[src/rtl/billiard_pkg.sv]
// Shared types and constants for the billiard ball engine: motion states,
// the signed velocity word, and the default fixed-point and table limits.
package billiard_pkg;

    typedef enum logic [1:0] {
        IDLE   = 2'd0,
        MOVING = 2'd1,
        SUNK   = 2'd2
    } motion_state_t;

    typedef logic signed [10:0] vel_t;

    localparam int FRAC_BITS_DEFAULT   = 4;
    localparam int POS_INT_BITS        = 11;
    localparam int FRICTION_PERIOD_MIN = 1;
    localparam int FRICTION_PERIOD_MAX = 255;
    localparam int TABLE_MAX_X         = 623;
    localparam int TABLE_MAX_Y         = 463;

endpackage

[src/rtl/vel_friction.sv]
// One velocity component pulled one unit toward zero when friction fires.
// A zero component stays zero, so friction can never reverse a ball.
module vel_friction
    import billiard_pkg::*;
(
    input  logic signed [10:0] v_i,
    input  logic               decEn_i,
    output logic signed [10:0] v_o
);

    // Step the magnitude down by one, leaving zero untouched
    always_comb begin
        v_o = v_i;
        if (decEn_i && (v_i != '0)) begin
            if (v_i[10]) begin
                v_o = v_i + 11'sd1;
            end else begin
                v_o = v_i - 11'sd1;
            end
        end
    end

endmodule

[src/rtl/ball_motion.sv]
// Per-ball kinematics: fixed-point position and velocity advanced once per
// frame, with friction, wall clamping, collision velocity latching, cue
// strikes and pocketing. Outputs are taken straight from registers.
module ball_motion
    import billiard_pkg::*;
#(
    parameter int INIT_X          = 100,
    parameter int INIT_Y          = 200,
    parameter int FRAC_BITS       = FRAC_BITS_DEFAULT,
    parameter int FRICTION_PERIOD = 8,
    parameter int MAX_X           = TABLE_MAX_X,
    parameter int MAX_Y           = TABLE_MAX_Y
)
(
    input  logic               clk,
    input  logic               reset,
    input  logic               startOfFrame,
    input  logic               collisionOccurred,
    input  logic signed [10:0] velXIn,
    input  logic signed [10:0] velYIn,
    input  logic               holeHit,
    input  logic               strikeValid,
    input  logic signed [10:0] strikeVelX,
    input  logic signed [10:0] strikeVelY,
    input  logic               respawn,
    output logic [10:0]        topLeftPosX,
    output logic [10:0]        topLeftPosY,
    output logic signed [10:0] velX,
    output logic signed [10:0] velY,
    output logic               moving,
    output logic               sunk
);

    localparam int PW = POS_INT_BITS + FRAC_BITS;
    localparam int SW = PW + 2;

    localparam logic [PW-1:0] INIT_POS_X = PW'(INIT_X * (2 ** FRAC_BITS));
    localparam logic [PW-1:0] INIT_POS_Y = PW'(INIT_Y * (2 ** FRAC_BITS));
    localparam logic [PW-1:0] MAX_POS_X  = PW'(MAX_X * (2 ** FRAC_BITS));
    localparam logic [PW-1:0] MAX_POS_Y  = PW'(MAX_Y * (2 ** FRAC_BITS));
    localparam logic [7:0]    FRIC_LAST  = 8'(FRICTION_PERIOD - 1);

    motion_state_t   state_q, state_d;
    logic [PW-1:0]   posX_q, posX_d, posY_q, posY_d;
    vel_t            velX_q, velX_d, velY_q, velY_d;
    logic            latchValid_q, latchValid_d;
    vel_t            latchVelX_q, latchVelX_d, latchVelY_q, latchVelY_d;
    logic [7:0]      fricCnt_q, fricCnt_d;

    vel_t                  tickVelX, tickVelY;
    logic signed [SW-1:0]  sumX, sumY;
    logic [PW-1:0]         clampPosX, clampPosY;
    vel_t                  clampVelX, clampVelY;
    vel_t                  fricVelX, fricVelY;
    logic                  fricWrap;
    logic                  tickEn;

    // Frame-tick datapath: pick latched or current velocity, add it to the
    // position and pin the result to the table, killing the clipped component
    always_comb begin
        tickVelX  = latchValid_q ? latchVelX_q : velX_q;
        tickVelY  = latchValid_q ? latchVelY_q : velY_q;
        sumX      = $signed({2'b00, posX_q}) + $signed({{(SW-11){tickVelX[10]}}, tickVelX});
        sumY      = $signed({2'b00, posY_q}) + $signed({{(SW-11){tickVelY[10]}}, tickVelY});
        clampPosX = sumX[PW-1:0];
        clampPosY = sumY[PW-1:0];
        clampVelX = tickVelX;
        clampVelY = tickVelY;
        if (sumX[SW-1]) begin
            clampPosX = '0;
            clampVelX = '0;
        end else if (sumX > $signed({2'b00, MAX_POS_X})) begin
            clampPosX = MAX_POS_X;
            clampVelX = '0;
        end
        if (sumY[SW-1]) begin
            clampPosY = '0;
            clampVelY = '0;
        end else if (sumY > $signed({2'b00, MAX_POS_Y})) begin
            clampPosY = MAX_POS_Y;
            clampVelY = '0;
        end
        fricWrap = (fricCnt_q == FRIC_LAST);
    end

    vel_friction uFricX (
        .v_i     (clampVelX),
        .decEn_i (fricWrap),
        .v_o     (fricVelX)
    );

    vel_friction uFricY (
        .v_i     (clampVelY),
        .decEn_i (fricWrap),
        .v_o     (fricVelY)
    );

    // Next-state logic: pocketing beats everything, a strike beats the tick
    // in IDLE, and an IDLE ball with a pending collision is ticked as moving
    always_comb begin
        state_d      = state_q;
        posX_d       = posX_q;
        posY_d       = posY_q;
        velX_d       = velX_q;
        velY_d       = velY_q;
        latchValid_d = latchValid_q;
        latchVelX_d  = latchVelX_q;
        latchVelY_d  = latchVelY_q;
        fricCnt_d    = fricCnt_q;
        tickEn       = startOfFrame && ((state_q == MOVING) || latchValid_q);

        case (state_q)
            SUNK: begin
                if (respawn) begin
                    posX_d  = INIT_POS_X;
                    posY_d  = INIT_POS_Y;
                    velX_d  = '0;
                    velY_d  = '0;
                    state_d = IDLE;
                end
            end
            default: begin
                if (holeHit) begin
                    state_d      = SUNK;
                    velX_d       = '0;
                    velY_d       = '0;
                    latchValid_d = 1'b0;
                end else begin
                    if ((state_q == IDLE) && strikeValid) begin
                        velX_d  = strikeVelX;
                        velY_d  = strikeVelY;
                        state_d = ((strikeVelX != '0) || (strikeVelY != '0)) ? MOVING : IDLE;
                    end else if (tickEn) begin
                        velX_d    = fricVelX;
                        velY_d    = fricVelY;
                        posX_d    = clampPosX;
                        posY_d    = clampPosY;
                        fricCnt_d = fricWrap ? 8'd0 : fricCnt_q + 8'd1;
                        state_d   = ((fricVelX != '0) || (fricVelY != '0)) ? MOVING : IDLE;
                    end

                    if (startOfFrame) begin
                        latchValid_d = collisionOccurred;
                        if (collisionOccurred) begin
                            latchVelX_d = velXIn;
                            latchVelY_d = velYIn;
                        end
                    end else if (collisionOccurred && !latchValid_q) begin
                        latchValid_d = 1'b1;
                        latchVelX_d  = velXIn;
                        latchVelY_d  = velYIn;
                    end
                end
            end
        endcase
    end

    // State, kinematics, latch and friction counter registers
    always_ff @(posedge clk) begin
        if (reset) begin
            state_q      <= IDLE;
            posX_q       <= INIT_POS_X;
            posY_q       <= INIT_POS_Y;
            velX_q       <= '0;
            velY_q       <= '0;
            latchValid_q <= 1'b0;
            latchVelX_q  <= '0;
            latchVelY_q  <= '0;
            fricCnt_q    <= 8'd0;
        end else begin
            state_q      <= state_d;
            posX_q       <= posX_d;
            posY_q       <= posY_d;
            velX_q       <= velX_d;
            velY_q       <= velY_d;
            latchValid_q <= latchValid_d;
            latchVelX_q  <= latchVelX_d;
            latchVelY_q  <= latchVelY_d;
            fricCnt_q    <= fricCnt_d;
        end
    end

    assign topLeftPosX = posX_q[PW-1:FRAC_BITS];
    assign topLeftPosY = posY_q[PW-1:FRAC_BITS];
    assign velX        = velX_q;
    assign velY        = velY_q;
    assign moving      = (state_q == MOVING);
    assign sunk        = (state_q == SUNK);

endmodule
[config.mk]
export PLATFORM = sky130hd
export DESIGN_NAME = ball_motion
export DESIGN_NICKNAME = d
export VERILOG_FILES = /design/src/rtl/billiard_pkg.sv /design/src/rtl/vel_friction.sv /design/src/rtl/ball_motion.sv
export SDC_FILE = /design/constraint.sdc
export NUM_CORES = 1
export LEC_CHECK = 0
export CORE_ASPECT_RATIO = 2
export CORE_MARGIN = 4
export CORE_UTILIZATION = 37
export DETAILED_ROUTE_END_ITERATION = 8
export HOLD_SLACK_MARGIN = 0.06
export PLACE_DENSITY = 0.58
export SETUP_SLACK_MARGIN = 0.5
export SYNTH_ARGS = -nofsm -noshare
export SYNTH_HDL_FRONTEND = slang
export SYNTH_SLANG_ARGS = --single-unit
[constraint.sdc]
create_clock -name clk -period 16.56 [get_ports clk]
set_input_delay 1.656 -clock clk [delete_from_list [all_inputs] [get_ports clk]]
set_output_delay 1.656 -clock clk [all_outputs]
set_load 0.005 [all_outputs]
After elaboration in Yosys (flattened, before gate mapping)
Cells that the tools add are included.

cells by class
  add/sub/neg operators = 7
  magnitude comparators = 2
  equal/unequal tests = 7
  mux-type cells = 50
  bitwise operators = 3
  reduce and logical (&&, ||, !) cells = 25

operator list
  kind                     number
  $mux W11                 25
  $mux W15                 14
  $reduce_bool A11 Y1      6
  $add A16 B11 Y17         2
  $add A11 B2 Y11 const B  2
  $sub A11 B2 Y11 const B  2
  $gt A17 B14 Y1 const B   1
  $gt A17 B15 Y1 const B   1
  $reduce_and A4 Y1        3
  $mux W2                  5
  $add A8 B1 Y8 const B    1
  $eq A8 B3 Y1 const B     1
  $mux W8                  1
  $logic_and A1 B1 Y1      5
  $mux W1                  5
  $ne A2 B1 Y1 const B     2
  $ne A2 B2 Y1 const B     2
  $reduce_and A2 Y1        2
  $reduce_bool A2 Y1       2
  $reduce_bool A4 Y1       1
  $logic_or A1 B1 Y1       3
  $not A1 Y1               3
  $reduce_bool A3 Y1       1
  $eq A2 B1 Y1 const B     1
  other kinds (3)          3

word-level totals
  bits in registers = 85
  input bits = 51
  output and inout port bits = 46

Depth between registers and ports, before layout
Gate-level depths: netlist (run 1).

  depth after elaboration = 15
  gate-level depth with buffers = 31
  gate-level depth less buffers = 27

Hierarchy
Synthesis (run 1) repeated with hierarchy kept, for this count alone.

second synthesis, totals
  cell total of the unflattened synthesis = 906
  area, all modules = 7116.8 sq um

modules (own cells, without submodules)
  module                  instances  cells an instance  area an instance (sq um)  sequential area each (sq um)
  ball_motion             1          742                5900.7                    1701.6
  vel_friction at uFricY  1          84                 615.6                     0.0
  vel_friction at uFricX  1          80                 600.6                     0.0

Worst setup path before layout (run 1)
OpenSTA, ideal clock, no wires.

  path kind = register to register
  from = register latchValid_q
  to = register state_q[0]
  arrival time = 6.242 ns
  required time = 16.433 ns
  path slack = 10.191 ns
  cell stages (with the launch flop) = 27
  clock period less this slack = 6.369 ns
  cell sequence = dfxtp_1 buf_4 buf_6 buf_2 buf_1 mux2_2 ha_1 a21oi_4 o211ai_2 a41oi_2 o221ai_2 xnor2_1 nor4b_4 nand2_2 or3_1 fa_1 a21o_1 a211oi_1 nor2_1 o41ai_1 a21oi_1 nor4_1 o2111ai_1 nor4_1 nand4_1 o41ai_1 nand2_1

between the ends
  longest elaborated chain between the ends = 15
  elaborated cells on any way between the ends = 34
  classes of those cells = add/sub: 6; order compare: 2; mux: 15; reduce/logical: 11

RTL lines
  what                                                     RTL line                                source
  start: declaration                                       ball_motion.sv:46                       logic latchValid_q, latchValid_d;
  start signal: assignment                                 ball_motion.sv:176                      latchValid_q <= latchValid_d;
  $mux W11 (on tied branches)                              ball_motion.sv:61, ball_motion.sv:62
  $add A16 B11 Y17 (on tied branches)                      ball_motion.sv:63, ball_motion.sv:64
  $gt A17 B15 Y1 / $gt A17 B14 Y1 (equally long branches)  ball_motion.sv:72, ball_motion.sv:79
  $mux W11 (on tied branches)                              ball_motion.sv:72, ball_motion.sv:79
  $mux W11 (on tied branches)                              ball_motion.sv:69, ball_motion.sv:76
  $sub A11 B2 Y11 (tied with other cells)                  vel_friction.sv:18                      v_o = v_i - 11'sd1;
  $mux W11 / $logic_and A1 B1 Y1 (equally long branches)   vel_friction.sv:15, vel_friction.sv:14
  $mux W11                                                 vel_friction.sv:14                      if (decEn_i && (v_i != '0)) begin
  $reduce_bool A11 Y1                                      ball_motion.sv:139                      state_d = ((fricVelX != '0) || (fricVelY != '0)) ? MOVING : IDLE;
  $logic_or A1 B1 Y1                                       ball_motion.sv:139
  $mux W1                                                  ball_motion.sv:139
  $mux W2                                                  ball_motion.sv:133                      end else if (tickEn) begin
  $mux W2                                                  ball_motion.sv:129                      if ((state_q == IDLE) && strikeValid) begin
  $mux W2                                                  ball_motion.sv:123                      if (holeHit) begin
  $mux W2                                                  ball_motion.sv:112                      case (state_q)
  end signal: assignment                                   ball_motion.sv:171                      state_q <= state_d;
  end: declaration                                         ball_motion.sv:43                       motion_state_t state_q, state_d;

Parallel ways exist; a longest one is shown, timed or not. The select of a mux whose other input is x is not followed.
A chain may end at the register's enable or synchronous reset.

Worst setup path after layout (run 1)
Same ends and word-level chain as after synthesis.

==> qor.yml, run 1 <==
setup_viol: 0
fp-row-count: 71
critPathLaunch: "latchValid_q$_SDFFE_PP0P_"
vias: 7225
synth_edf_count: 0
cts_root_buf: "clkbuf_16"
yosys_warnings: 0
wl_mm: 26.9
post-place-cells: 1250
cts_buffers: 9
routabilityCongestion: 1.01
final_common_cell: "nand2_1"
synth_flop_cell: "dfxtp_1"
regToRegSetupSlack_ps: 9140
slew_headroom_pct: 26.5
rsz0062_at_grt: "no"
drive_above_1_share_pct: 5.35
start_util_pct: 37.9
period_share_pct: 44.8
synth.top_cells.by_area: "dfxtp_1 24%, ha_1 8.9%, a21oi_1 7.1%, nand2_1 5.9%, nor2_1 5.6%"
status: "completed"
met2_usage_pct: 47.0
cp.required_ps: 16800
ys_async_sr_fraction_pct: 0
synthCells: 957
htreeDepth: 3
p_leak_nw: 3.49
antenna_found_initial: 0
power.density_nw_per_um2: 76.6
final.min_clock_period_ps: 7420
skew_ps: 5.66
grt_use_met1_pct: 22.4
num-nets-final: 1112
pin_count: 97
cts.sinks: 85
fin_tns_setup_ps: 0
die_area_um2: 21900
worstSkewPairLatency_ps: 360
path_clk_slew_ps: 60
post-cts-setup-buffer-count: 0
cts_tree: "built"
antenna-diode-count: 0
gr-total-overflow: 0
drtIter0Drc: 315
core_um2: 19000
synth.top_cell.area_share_pct: 23.6
drt_pass1_iterations: 5
dieWidth_um: 107
port_buffers: 96
worst_pin_slew_ps: 1100
power.total_mw: 0.651
viasPerCell: 5.71
startpoint_type: "register"
grt_pass1_wl_mm: 41.4
peakVddDrop_mv: 0.0562
antenna_left: 0
dp_hpwl_mm: 21.5
postSynthAreaPerCell_um2: 7.52
grtUsageMet3_pct: 3.05
cap_violations: 0
clockBufferDepth: 2
ctsResizeCount: 0
synth_area_um2: 7200
syn_nets: 1063
slew_violations: 0
area_delta_synth_final_pct: 18.0
fill_cells: 2018
synth_seq_cells: 85
cp-end-kind: "register"
remaining_drc_errors: 0
grt_pass1_vias: 7587
synth_seq_area_share_pct: 23.6
crit_type: "register to register"
synth_largest_area_cell: "dfxtp_1"
worstReg2RegStart: "latchValid_q$_SDFFE_PP0P_"
grt.busiest_layer: "met2"
hold_path.class: "register to register"
fmax_ghz: 0.135
hold_viol: 0
synth_cell_types: 77
path_max_fanout: 33
hold_path.startpoint: "latchVelY_q[4]$_SDFFE_PP0P_"
avgRoutedWirePerCell_um: 21.3
gr-usage-all-layers_pct: 24.9
grt_max_degree: 81
holdBufCountCts: 0
die_y_um: 205
crit_arrival_ps: 7660
instances_no_fill: 1265
mostFrequentLayoutCells: "113 x nand2_1, 108 x nor2_1, 101 x a21oi_1"
## Yosys cell counts, drive strengths merged (26+ instances only)
| cell type | number |
|---|---|
| a21oi | 104 |
| mux2i | 29 |
| nor2 | 108 |
| buf | 34 |
| dfxtp | 85 |
| clkbuf | 28 |
| nand3 | 26 |
| o21ai | 45 |
| ha | 51 |
| inv | 40 |
| nand2 | 114 |
| xnor2 | 27 |
## final timing paths
path	to	depth (start not counted)
max	state_q[0]$_SDFFE_PP0P_	22
min	latchVelY_q[4]$_SDFFE_PP0P_	2
max reg2reg	state_q[0]$_SDFFE_PP0P_	22
min reg2reg	latchVelY_q[4]$_SDFFE_PP0P_	2
## final cells by class
type / count / area [um^2] / share of cell area, %
well taps: 255 / 319 / 3.75
clock buffers: 11 / 243 / 2.86
repair buffers: 100 / 986 / 11.6
flip-flops and latches: 85 / 1700 / 20.0
inverters: 41 / 154 / 1.81
clock inverters: 4 / 72.6 / 0.854
multi-input cells: 769 / 5020 / 59.1
## state kept, by name (all words and copies together), names as in the netlist
signal / cells
posX_q: 15
posY_q: 15
latchVelX_q: 11
latchVelY_q: 11
velX: 11
velY: 11
fricCnt_q: 8
state_q: 2
latchValid_q: 1
## per-stage QoR
step                utilization, %  hold WS (ps)  worst slack [ps]  cell area, um^2
global route                  44.7           487              8590             8500
floorplan                        -           436             10190             7200
CTS                           44.7           458              9240             8500
global placement              43.0           442              9360             8180
detailed placement            43.0           450              9270             8180
finish                        44.7           456              9140             8500
## critical path: stages, from the launching register on
cell	delay [ps]
dfxtp_2	900
mux2i_1	540
inv_1	290
ha_1	450
a21oi_1	290
nand2_1	160
a2111oi_2	360
nor3_1	150
nor4b_4	580
nand2_2	230
or3_1	570
fa_1	480
a21o_1	210
a211oi_1	240
nor2_1	90
o41ai_1	450
a21oi_1	120
nor4_1	260
o2111ai_1	160
nor4_1	290
nand4_1	130
o41ai_1	260
nand2_1	80
## power breakdown
part | leakage [nW] | internal [mW] | switching, mW
clock | 0.152 | 0.135 | 0.0889
sequential | 0.689 | 0.212 | 0.0118
combinational | 2.65 | 0.0806 | 0.122
total | 3.49 | 0.428 | 0.222
## per-layer routing
metal	share of wire (%)	wire (um)	up-vias
li1	-	-	3499
met2	54	14600	234
met4	10	2690	0
met3	3.5	930	121
met5	0	0	-
met1	33	8760	3371
## cell families (layout without fill, tap and decap cells)
| kind of cell | count (synthesis) | after routing | synth area share (%) |
|---|---|---|---|
| AND/OR/NAND/NOR | 369 | 369 | 24.5 |
| AO/OA/AOI/OAI | 266 | 266 | 24.8 |
| buffers and inverters | 103 | 156 | 6.80 |
| flip-flops | 85 | 85 | 23.6 |
| adder cells (fa/ha/maj) | 55 | 55 | 9.98 |
| XOR/XNOR | 47 | 47 | 5.82 |
| multiplexers | 32 | 32 | 4.50 |
No activity file was read; power rests on OpenSTA's default activity.
==> run 2: changes to the inputs <==
- clock period: 16.56 -> 7 ns (I/O delays scaled with it)
==> qor.yml, run 2 (synthesis gave the netlist of run 1 again) <==
hold_path.class: "register to register"
startpoint_type: "register"
preCtsSetupSlack_ps: 197  # -9070 ps
drt_pass1_iterations: 5  # unchanged
top_layer: "met4"
mostFrequentLayoutCells: "111 x nand2_1, 107 x nor2_1, 97 x a21oi_1"
gr-total-overflow: 0  # unchanged
drive_above_1_share_pct: 11.8  # +6.5 points
final_common_cell: "nand2_1"
vias: 7452  # +3.1%
cts_buffers: 9  # unchanged
internal_power_mw: 1.06  # +150%
drtIter0Drc: 377  # +20%
cp_slowest_stage_delay_ps: 460  # -440 ps
worst_pin_slew_ps: 1110  # +6.21 ps
regToRegSetupSlack_ps: 800  # -8340 ps
wl_met1_mm: 8.97  # +2.4%
routabilityCongestion: 0.992  # -2.1%
core_um2: 19000  # unchanged
fp-row-count: 71  # unchanged
cp-end-kind: "register"
switching_power_mw: 0.550  # +150%
worstSkewPairLatency_ps: 360  # about the same
cap_violations: 0  # unchanged
cts_root_buf: "clkbuf_16"
reg2regPathDepth: 26  # +18%
cts_tree: "built"
pin_count: 97  # unchanged
period_share_pct: 88.6  # +44 points
path_clk_slew_ps: 70  # about the same
antenna_left: 0  # unchanged
slew_headroom_pct: 26.1  # -0.42 points
remaining_drc_errors: 0  # unchanged
htreeDepth: 3  # unchanged
p_leak_nw: 3.70  # +6.1%
grt_max_degree: 55  # -32%
gr-usage-all-layers_pct: 24.7  # -0.15 points
path_max_fanout: 6  # -82%
power_frac_seq_pct: 32.9  # -1.6 points
port_buffers: 96  # unchanged
setup_viol: 0  # unchanged
peakVddDrop_mv: 0.113  # +100%
crit_type: "register to register"
dieWidth_um: 107  # unchanged
p_clk_share_pct: 34.0  # -0.5 points
viasPerCell: 5.71  # about the same
crit_arrival_ps: 6440  # -1220 ps
cp_slowest_cell: "fa_1"
wl_mm: 27.3  # +1.4%
fmax_ghz: 0.161  # +20%
antenna-diode-count: 0  # unchanged
place_area_um2: 8340  # +1.9%
fill_cells: 1963  # -2.7%
wl_met3_mm: 1.03  # +11%
status: "completed"
die_y_um: 205  # unchanged
dp_hpwl_mm: 21.6  # +0.58%
switching_share_pct: 34.2  # +0.083 points
power_frac_comb_pct: 33.0  # +1.9 points
hold_depth: 2  # unchanged
power.density_nw_per_um2: 179  # +130%
rsz0062_at_grt: "no"
final.min_clock_period_ps: 6200  # -1220 ps
clockBufferDepth: 2  # unchanged
cp.required_ps: 7240  # -9560 ps
finalInstanceArea_um2: 8980  # +5.7%
grt_pass1_vias: 7670  # +1.1%
grt_pass1_wl_mm: 41.2  # -0.58%
avgRoutedWirePerCell_um: 20.9  # -1.7%
slew_violations: 0  # unchanged
fin_tns_setup_ps: 0  # unchanged
skew_ps: 12.3  # +6.67 ps
antenna_found_initial: 0  # unchanged
dr_wl_met2_mm: 14.7  # +0.57%
start_util_pct: 37.9  # unchanged
setup_ws_ps: 799  # -8340 ps
area_delta_synth_final_pct: 24.8
num-nets-final: 1151  # +3.5%
cts.sinks: 85  # unchanged
top_regs: "posX_q: 15 flops, posY_q: 15 flops"
hold_viol: 0  # unchanged
die_area_um2: 21900  # unchanged
## run 2: cell types whose count changed in the layout (fill, tap and decap cells not counted), moves of 4 or more
cell     before  now
buf_4         4   40
a21oi_1     101   97
a21oi_2       2    6
mux2i_2       0    8
mux2i_1      29   20
## run 2: worst paths after layout
path | start | endpoint
min reg2reg | latchVelX_q[1]$_SDFFE_PP0P_ | latchVelX_q[1]$_SDFFE_PP0P_
min | latchVelX_q[1]$_SDFFE_PP0P_ | latchVelX_q[1]$_SDFFE_PP0P_
max | latchValid_q$_SDFFE_PP0P_ | state_q[0]$_SDFFE_PP0P_
max reg2reg | latchValid_q$_SDFFE_PP0P_ | state_q[0]$_SDFFE_PP0P_
## run 2: power by group through the flow
stage	clock network, mW	registers (mW)	logic (mW)
finish	0.547	0.529	0.530
floorplan	0	0.525	0.326
global route	0.569	0.530	0.574
global placement	0	0.539	0.492
CTS	0.553	0.528	0.501
detailed placement	0	0.538	0.491
## run 2: stage by stage
stage	hold WS (ps)	util, %	std cells	total power, mW
after floorplan	436	-	957	0.851
after global placement	443	43.9	1271	1.03
after detailed placement	451	43.9	1271	1.03
after CTS	460	45.9	1289	1.58
after global routing	484	47.3	1305	1.67
final	458	47.3	1305	1.61
## run 2: per-layer routing
| layer | vias to the layer above | GRT usage, % |
|---|---|---|
| li1 | 3586 | - |
| met1 | 3479 | 22.3 |
| met2 | 258 | 46.3 |
| met3 | 129 | 3.86 |
| met4 | 0 | 21.8 |
| met5 | - | 0 |
## run 2: repair_timing
item | in CTS | in global routing
resized for setup | 5 | 36
setup buffers | 2 | 16
hold buffers | 0 | 0
pin swaps | 0 | 9
setup endpoints to repair | 1 | 6
cloned | 0 | 0
## run 2: layout make-up
cell class	instances	area [um^2]	share of cell area [%]
multi-input combinational	769	5190	57.8
sequential	85	1710	19.0
timing repair buffer	139	1290	14.3
tap	255	319	3.55
clock buffer	12	256	2.85
inverter	41	154	1.71
clock inverter	4	70.1	0.780
## run 2: worst max-delay path, delay by kind of cell, from the launching register on
| kind | cells | cell delay [ps] |
|---|---|---|
| flip-flops | 1 | 430 |
| XOR/XNOR | 1 | 170 |
| buffers and inverters | 4 | 570 |
| adder cells (fa/ha/maj) | 2 | 730 |
| AND/OR/NAND/NOR | 8 | 1760 |
| AO/OA/AOI/OAI | 10 | 2230 |
| multiplexers | 1 | 170 |
==> run 3: changes to the inputs <==
- GPL_ROUTABILITY_DRIVEN: unset -> 0
==> qor.yml, run 3 (synthesis gave the netlist of run 1 again) <==
status: "completed"
period_share_pct: 88.3  # -0.33 points
switching_power_mw: 0.531  # -3.4%
rsz0062_at_grt: "no"
skew_ps: 13.4  # +1.06 ps
cp-end-kind: "register"
path_max_fanout: 13  # +7
drive_above_1_share_pct: 10.1  # -1.7 points
vias: 7396  # -0.75%
power_frac_comb_pct: 34.0  # +1.0 points
htreeDepth: 3  # unchanged
holdBufCountCts: 0  # unchanged
setup_viol: 0  # unchanged
start_util_pct: 37.9  # unchanged
cp.required_ps: 7240  # about the same
die_area_um2: 21900  # unchanged
avgRoutedWirePerCell_um: 20.7  # -0.88%
hold_viol: 0  # unchanged
regArea_um2: 1710  # unchanged
drt_pass1_iterations: 5  # unchanged
port_buffers: 96  # unchanged
worst_pin_slew_ps: 1120  # +15.0 ps
p_leak_nw: 3.65  # -1.4%
instances_no_fill: 1295  # -0.77%
area_delta_synth_final_pct: 23.3
peakVddDrop_mv: 0.110  # -3.3%
gr-total-overflow: 0  # unchanged
gr-usage-all-layers_pct: 24.1  # -0.63 points
power_frac_seq_pct: 34.7  # +1.8 points
cts_tree: "built"
grt_max_degree: 81  # +47%
core_um2: 19000  # unchanged
post-place-cells: 1270  # -0.079%
grt_pass1_vias: 7432  # -3.1%
fmax_ghz: 0.162  # +0.37%
remaining_drc_errors: 0  # unchanged
clockBufferDepth: 2  # unchanged
fp-row-count: 71  # unchanged
startpoint_type: "register"
path_clk_slew_ps: 70  # about the same
cts_root_buf: "clkbuf_16"
cts.sinks: 85  # unchanged
pin_count: 97  # unchanged
antenna-diode-count: 0  # unchanged
crit_arrival_ps: 6420  # -20 ps
top_regs: "posX_q: 15 flops, posY_q: 15 flops"
die_y_um: 205  # unchanged
dp_hpwl_mm: 21.2  # -1.9%
antenna_found_initial: 0  # unchanged
power.density_nw_per_um2: 172  # -3.9%
wl_mm: 26.9  # -1.6%
slew_headroom_pct: 25.1  # -1.0 points
viasPerCell: 5.71  # about the same
num-nets-final: 1142  # -0.78%
mostFrequentLayoutCells: "112 x nand2_1, 107 x nor2_1, 98 x a21oi_1"
switching_share_pct: 34.8  # +0.60 points
final_common_cell: "nand2_1"
slew_violations: 0  # unchanged
fill_cells: 1965  # +0.10%
p_clk_share_pct: 31.2  # -2.8 points
antenna_left: 0  # unchanged
final.min_clock_period_ps: 6180  # -22.8 ps
drtIter0Drc: 366  # -2.9%
grt_pass1_wl_mm: 40.0  # -2.7%
dieWidth_um: 107  # unchanged
crit_type: "register to register"
worstSkewPairLatency_ps: 360  # about the same
fin_tns_setup_ps: 0  # unchanged
cap_violations: 0  # unchanged
cts_buffers: 9  # unchanged
internal_power_mw: 0.993  # -6.0%
multi_input_area_um2: 5190  # -0.12%
hold_path.class: "register to register"
## run 3: timing repair
item,CTS,global route
buffers inserted,2,8
gates resized for setup,6,31
pin swaps,0,4
setup endpoints to repair,1,5
## run 3: metrics by stage
| stage | power, mW | util (%) | setup slack, ps | hold slack [ps] | cell area (um^2) |
|---|---|---|---|---|---|
| 2_1_floorplan | 0.851 | - | 631 | 436 | 7200 |
| 4_1_cts | 1.51 | 45.6 | 556 | 457 | 8670 |
| 6_report | 1.52 | 46.7 | 821 | 455 | 8870 |
| 3_5_place_dp | 1.02 | 43.8 | 79.7 | 448 | 8330 |
| 5_1_grt | 1.60 | 46.7 | 495 | 486 | 8870 |
| 3_3_place_gp | 1.02 | 43.8 | 114 | 444 | 8330 |
## run 3: cell type report
cell class	count	area share [%]
clock inverters	2	0.395
inverters	41	1.73
flip-flops and latches	85	19.2
multi-input cells	769	58.4
well taps	255	3.60
repair buffers	130	13.9
clock buffers	13	2.71
## run 3: power by group through the flow
stage	Clock (mW)	Sequential, mW	Combinational, mW
6_report	0.476	0.529	0.519
5_1_grt	0.505	0.530	0.562
4_1_cts	0.486	0.527	0.498
3_5_place_dp	0	0.538	0.487
3_3_place_gp	0	0.538	0.486
2_1_floorplan	0	0.525	0.326
## run 3: path summary, 6_finish.rpt
check	from	end	slack, ps	depth (start not counted)
hold reg to reg	latchVelY_q[3]$_SDFFE_PP0P_	latchVelY_q[3]$_SDFFE_PP0P_	450	2
setup / recovery	latchValid_q$_SDFFE_PP0P_	state_q[0]$_SDFFE_PP0P_	820	25
setup reg to reg	latchValid_q$_SDFFE_PP0P_	state_q[0]$_SDFFE_PP0P_	820	25
hold / removal	latchVelY_q[3]$_SDFFE_PP0P_	latchVelY_q[3]$_SDFFE_PP0P_	450	2
## run 3: critical path: stages, from the launching register on
cell and delay, ps:
dfxtp_4 450, buf_8 200, mux2i_4 330, inv_1 80, ha_1 340, nor2b_1 170, o31a_2 340, or4_1 420
nand3_1 160, nor4b_4 270, o2111ai_4 180, buf_12 180, nand3_4 160, nor2_1 120, fa_1 480, a21o_1 210
a211oi_1 230, nor2_1 100, o41ai_2 380, a21oi_1 160, nor4_2 240, o2111ai_1 120, nor4_1 300, nand4_1 150
o41ai_2 210, nand2_1 80
## run 3: metal layers
layer  wire [um]  GRT usage [%]  vias to the layer above  share of wire, %
met1        8860           21.6                     3494                33
li1            -              -                     3572                 -
met5           0              0                        -                 0
met4        2310           20.0                        0               8.6
met2       14800           46.5                      232                55
met3         871           2.95                       98               3.2
==> edit 1: new RTL, settings of run 2 <==
Compare `fricCnt_q` against `FRIC_LAST` with >= in place of ==.
--- a/src/rtl/ball_motion.sv
+++ b/src/rtl/ball_motion.sv
@@ -81,5 +81,5 @@
             clampVelY = '0;
         end
-        fricWrap = (fricCnt_q == FRIC_LAST);
+        fricWrap = (fricCnt_q >= FRIC_LAST);
     end
 
Function: same outputs for any inputs over 4 cycles, from zero or initial values and one cycle with reset high; that may be too few to reach the edited logic, so the function may still have changed.
==> edit 1 against run 2 <==
  * Via count down 3.1%
  * Die area is 1.2% lower
  * Combinational power decreased by 13%
  * Power fell by 4.7%
  * Design area decreased by 3.2%
  * Routed wire length down 4.9%
  * Setup slack gained 0.12 ns
  * Sequential cell count stayed put
  * Area after synthesis down 1.3%
  * Critical endpoint unchanged
  * Highest routed layer unchanged
==> edit 1: results (changes against run 2) <==
status=complete, no violations (unchanged); worst rel slew slack=0.246 (was 0.261); first drt pass iteration count=5 (unchanged); asr flop ratio synth=0 (unchanged); Commonest cells post-synth=nand2_1 (117), nor2_1 (116), a21oi_1 (98) (was nand2_1 (113), nor2_1 (108), a21oi_1 (102)); fin nets=1,115 (was 1,151); number of I/O port buffers=96 (unchanged); Clock power frac=0.360 (was 0.340); WL final=26,000 um (was 27,300 um); r2r setup slk=0.92 ns (was 0.80 ns); vias per cell=5.69 (was 5.71); drt initial violations=294 (was 377); highest fanout seen on the critical path=14 (was 6); met1 Usage GRT=0.225 (was 0.223); gpl congestion=0.960 (was 0.992); hold endpoint=latchVelY_q[3]$_SDFFE_PP0P_ (was latchVelX_q[1]$_SDFFE_PP0P_); dpl hpwl=20,700 um (was 21,600 um); Pleak=0.00356 uW (was 0.00370 uW); library cells used by synthesis=87 (was 77); met2 global-route usage=0.456 (was 0.463); leading post-synthesis cells by cell area=dfxtp_1 (24%), ha_1 (9.0%), a21oi_1 (6.9%) (was dfxtp_1 (24%), ha_1 (8.9%), a21oi_1 (7.1%)); slowest cell on the critical path=fa_1 (unchanged); number of fill cells=1,989 (was 1,963); first-pass GRT wire length=39,500 um (was 41,200 um); R2R depth=28 (was 26); Post-Syn Nets=1,044 (was 1,063); Setup Buffers After CTS=0 (was 2); Peak VDD IR=0.000105 V (was 0.000113 V); Fin Clk Skew=0.0108 ns (was 0.0123 ns); vias in the first global route=7,326 (was 7,670); worst r2r src=latchValid_q$_SDFFE_PP0P_ (unchanged); Clock Path Buffers=2 (unchanged); worst endpoint data arrival time=6.37 ns (was 6.44 ns); Seq group=519 uW (was 529 uW); PostCTS Resize Cnt=1 (was 5); met3 Track Usage GR=0.0218 (was 0.0386); hold path start=latchVelY_q[3]$_SDFFE_PP0P_ (was latchVelX_q[1]$_SDFFE_PP0P_); post-synthesis sequential area ratio=0.239 (was 0.236); hold path depth=2 (unchanged); Psw=508 uW (was 550 uW); Tot GR Track Use=0.237 (was 0.247); layout cells sized above 1=0.0897 (was 0.118); largest net degree at the start of global routing=52 (was 55)
## edit 1: cell types whose count changed after synthesis, sizes merged, moves of 6 or more
| cell | run 2 | this run |
|---|---|---|
| nor2 | 108 | 116 |
| nor2b | 19 | 8 |
| nand3 | 26 | 17 |
| nor3 | 25 | 10 |
| mux2 | 3 | 9 |
## edit 1: final cells by class
cell class	instances	area [um2]	share of cell area
timing repair buffer	121	1180	0.135
inverter	35	131	0.0151
sequential	85	1700	0.196
tap	255	319	0.0367
clock buffer	10	239	0.0275
clock inverter	6	93.8	0.0108
multi-input combinational	757	5040	0.579
## edit 1: metrics by stage
step | power [uW] | cells | cell area, um2 | hold WS (ns) | worst slack [ns]
final | 1530 | 1269 | 8700 | 0.458 | 0.920
after global routing | 1600 | 1269 | 8700 | 0.484 | 0.503
after detailed placement | 974 | 1249 | 8210 | 0.447 | 0.441
after floorplan | 813 | 938 | 7110 | 0.433 | 0.825
after CTS | 1530 | 1265 | 8550 | 0.457 | 0.536
after global placement | 976 | 1249 | 8210 | 0.440 | 0.494
## edit 1: critical path: cells and delay by family, from the launching register on
| kind | cells | cell delay (ns) |
|---|---|---|
| muxes | 1 | 0.16 |
| AOI/OAI and AO/OA | 12 | 2.41 |
| DFF | 1 | 0.39 |
| adders and majority gates | 3 | 1.05 |
| buffers and inverters | 4 | 0.58 |
| and+or+nand+nor | 8 | 1.39 |
## edit 1: routing by layer
metal / routed length, um / share of wire / up-vias
met2: 14300 / 0.55 / 204
met3: 895 / 0.034 / 99
met4: 2170 / 0.083 / 0
li1: - / - / 3511
met5: 0 / 0 / -
met1: 8650 / 0.33 / 3409
## edit 1: kinds of logic (layout without fill, tap and decap cells)
kind of cell | Yosys count | count (layout) | share of synthesized area
AO/OA/AOI/OAI | 275 | 275 | 0.257
XOR/XNOR | 39 | 39 | 0.0481
adder cells (fa/ha/maj) | 55 | 55 | 0.101
buffers and inverters | 96 | 172 | 0.0662
flip-flops | 85 | 85 | 0.239
multiplexers | 39 | 39 | 0.0570
AND/OR/NAND/NOR | 349 | 349 | 0.231
## edit 1: how the worst max path moves through the flow
stage	startpoint	cells after the start	endpoint
after global routing	latchValid_q$_SDFFE_PP0P_	28	state_q[0]$_SDFFE_PP0P_
final	latchValid_q$_SDFFE_PP0P_	28	state_q[0]$_SDFFE_PP0P_
after CTS	latchValid_q$_SDFFE_PP0P_	26	state_q[0]$_SDFFE_PP0P_
after detailed placement	latchValid_q$_SDFFE_PP0P_	26	state_q[0]$_SDFFE_PP0P_
after floorplan	latchValid_q$_SDFFE_PP0P_	28	state_q[0]$_SDFFE_PP0P_
after global placement	latchValid_q$_SDFFE_PP0P_	26	state_q[0]$_SDFFE_PP0P_
==> edit 2: new RTL, settings of run 2 <==
Made on the original files. The package constant `FRAC_BITS_DEFAULT` goes from 4 to 5.
--- a/src/rtl/billiard_pkg.sv
+++ b/src/rtl/billiard_pkg.sv
@@ -11,5 +11,5 @@
     typedef logic signed [10:0] vel_t;
 
-    localparam int FRAC_BITS_DEFAULT   = 4;
+    localparam int FRAC_BITS_DEFAULT   = 5;
     localparam int POS_INT_BITS        = 11;
     localparam int FRICTION_PERIOD_MIN = 1;
Function: changed (Yosys sat finds a counterexample within 4 cycles, from zero or initial values and one cycle with reset high).
==> edit 2 against run 2 <==
  * Clock power shrank 9.7%
  * Utilization shrank 1.4 points
  * Routed wire length shrank 7.6%
  * Global-route usage shrank 1.6 points
  * Via count shrank 4.4%
  * First-iteration DRC count shrank 21%
  * Sequential cell count grew 2
  * Critical endpoint unchanged
  * Design area shrank 3.4%
  * Setup slack gained 0.11 ns
  * Power shrank 11%
  * Area after synthesis shrank 0.21%
==> edit 2: results (changes against run 2) <==
Peak VDD IR=0.000103 V (was 0.000113 V); Seq group=528 uW (was 529 uW); dpl hpwl=20,000 um (was 21,600 um); post-synthesis sequential area ratio=0.242 (was 0.236); worst rel slew slack=0.383 (was 0.261); vias per cell=5.67 (was 5.71); NonClk Buf Share=0.136 (was 0.143); number of fill cells=1,924 (was 1,963); met2 global-route usage=0.451 (was 0.463); met1 Usage GRT=0.222 (was 0.223); first drt pass iteration count=4 (was 5); Worst path top cell family by delay=simple AND/OR/NAND/NOR gates (was compound AO/OA/AOI/OAI gates); worst endpoint data arrival time=6.33 ns (was 6.44 ns); inverters=32 (was 41); hold endpoint=latchVelY_q[7]$_SDFFE_PP0P_ (was latchVelX_q[1]$_SDFFE_PP0P_); library cells used by synthesis=79 (was 77); layout cells sized above 1=0.0898 (was 0.118); sequential power share=0.370 (was 0.329); Non-CTS buffers=124 (was 139); first-pass GRT wire length=38,900 um (was 41,200 um); comb_multi_in=744 (was 769); status=complete, no violations (unchanged); gpl congestion=0.974 (was 0.992); largest net degree at the start of global routing=80 (was 55); Fin Clk Skew=0.00753 ns (was 0.0123 ns); Tot GR Track Use=0.231 (was 0.247); hold path start=latchVelY_q[7]$_SDFFE_PP0P_ (was latchVelX_q[1]$_SDFFE_PP0P_); Post-Syn Nets=1,040 (was 1,063); sequential cell count=87 (was 85); WL final=25,200 um (was 27,300 um)
==> edit 2: logic make-up (layout without fill, tap and decap cells) <==
kind of cell,Yosys count,in the layout,synth area share
simple gates,329,329,0.215
flops,87,87,0.242
xor+xnor,48,48,0.0606
compound gates,277,277,0.263
fa+ha+maj,57,57,0.103
buf+inv,101,171,0.0679
mux,33,33,0.0472
==> edit 2: timing repair <==
item                                    in CTS  in global routing
gates resized for setup                      1                 13
endpoints found under the hold margin        0                  0
cloned                                       0                  0
pin swaps                                    1                  4
endpoints found under the setup margin       3                  5
setup buffers                                2                  5
==> edit 2: metrics by stage <==
stage / area, um2 / std cells / hold WS (ns)
after floorplan: 7180 / 932 / 0.433
after global placement: 8260 / 1235 / 0.445
after detailed placement: 8260 / 1235 / 0.450
after CTS: 8580 / 1252 / 0.460
after global routing: 8680 / 1257 / 0.475
final: 8680 / 1257 / 0.459
==> edit 2: metal layers <==
layer	routed length (um)	share of wire
met1	8730	0.35
met2	14000	0.56
met3	739	0.029
met4	1750	0.069
met5	0	0
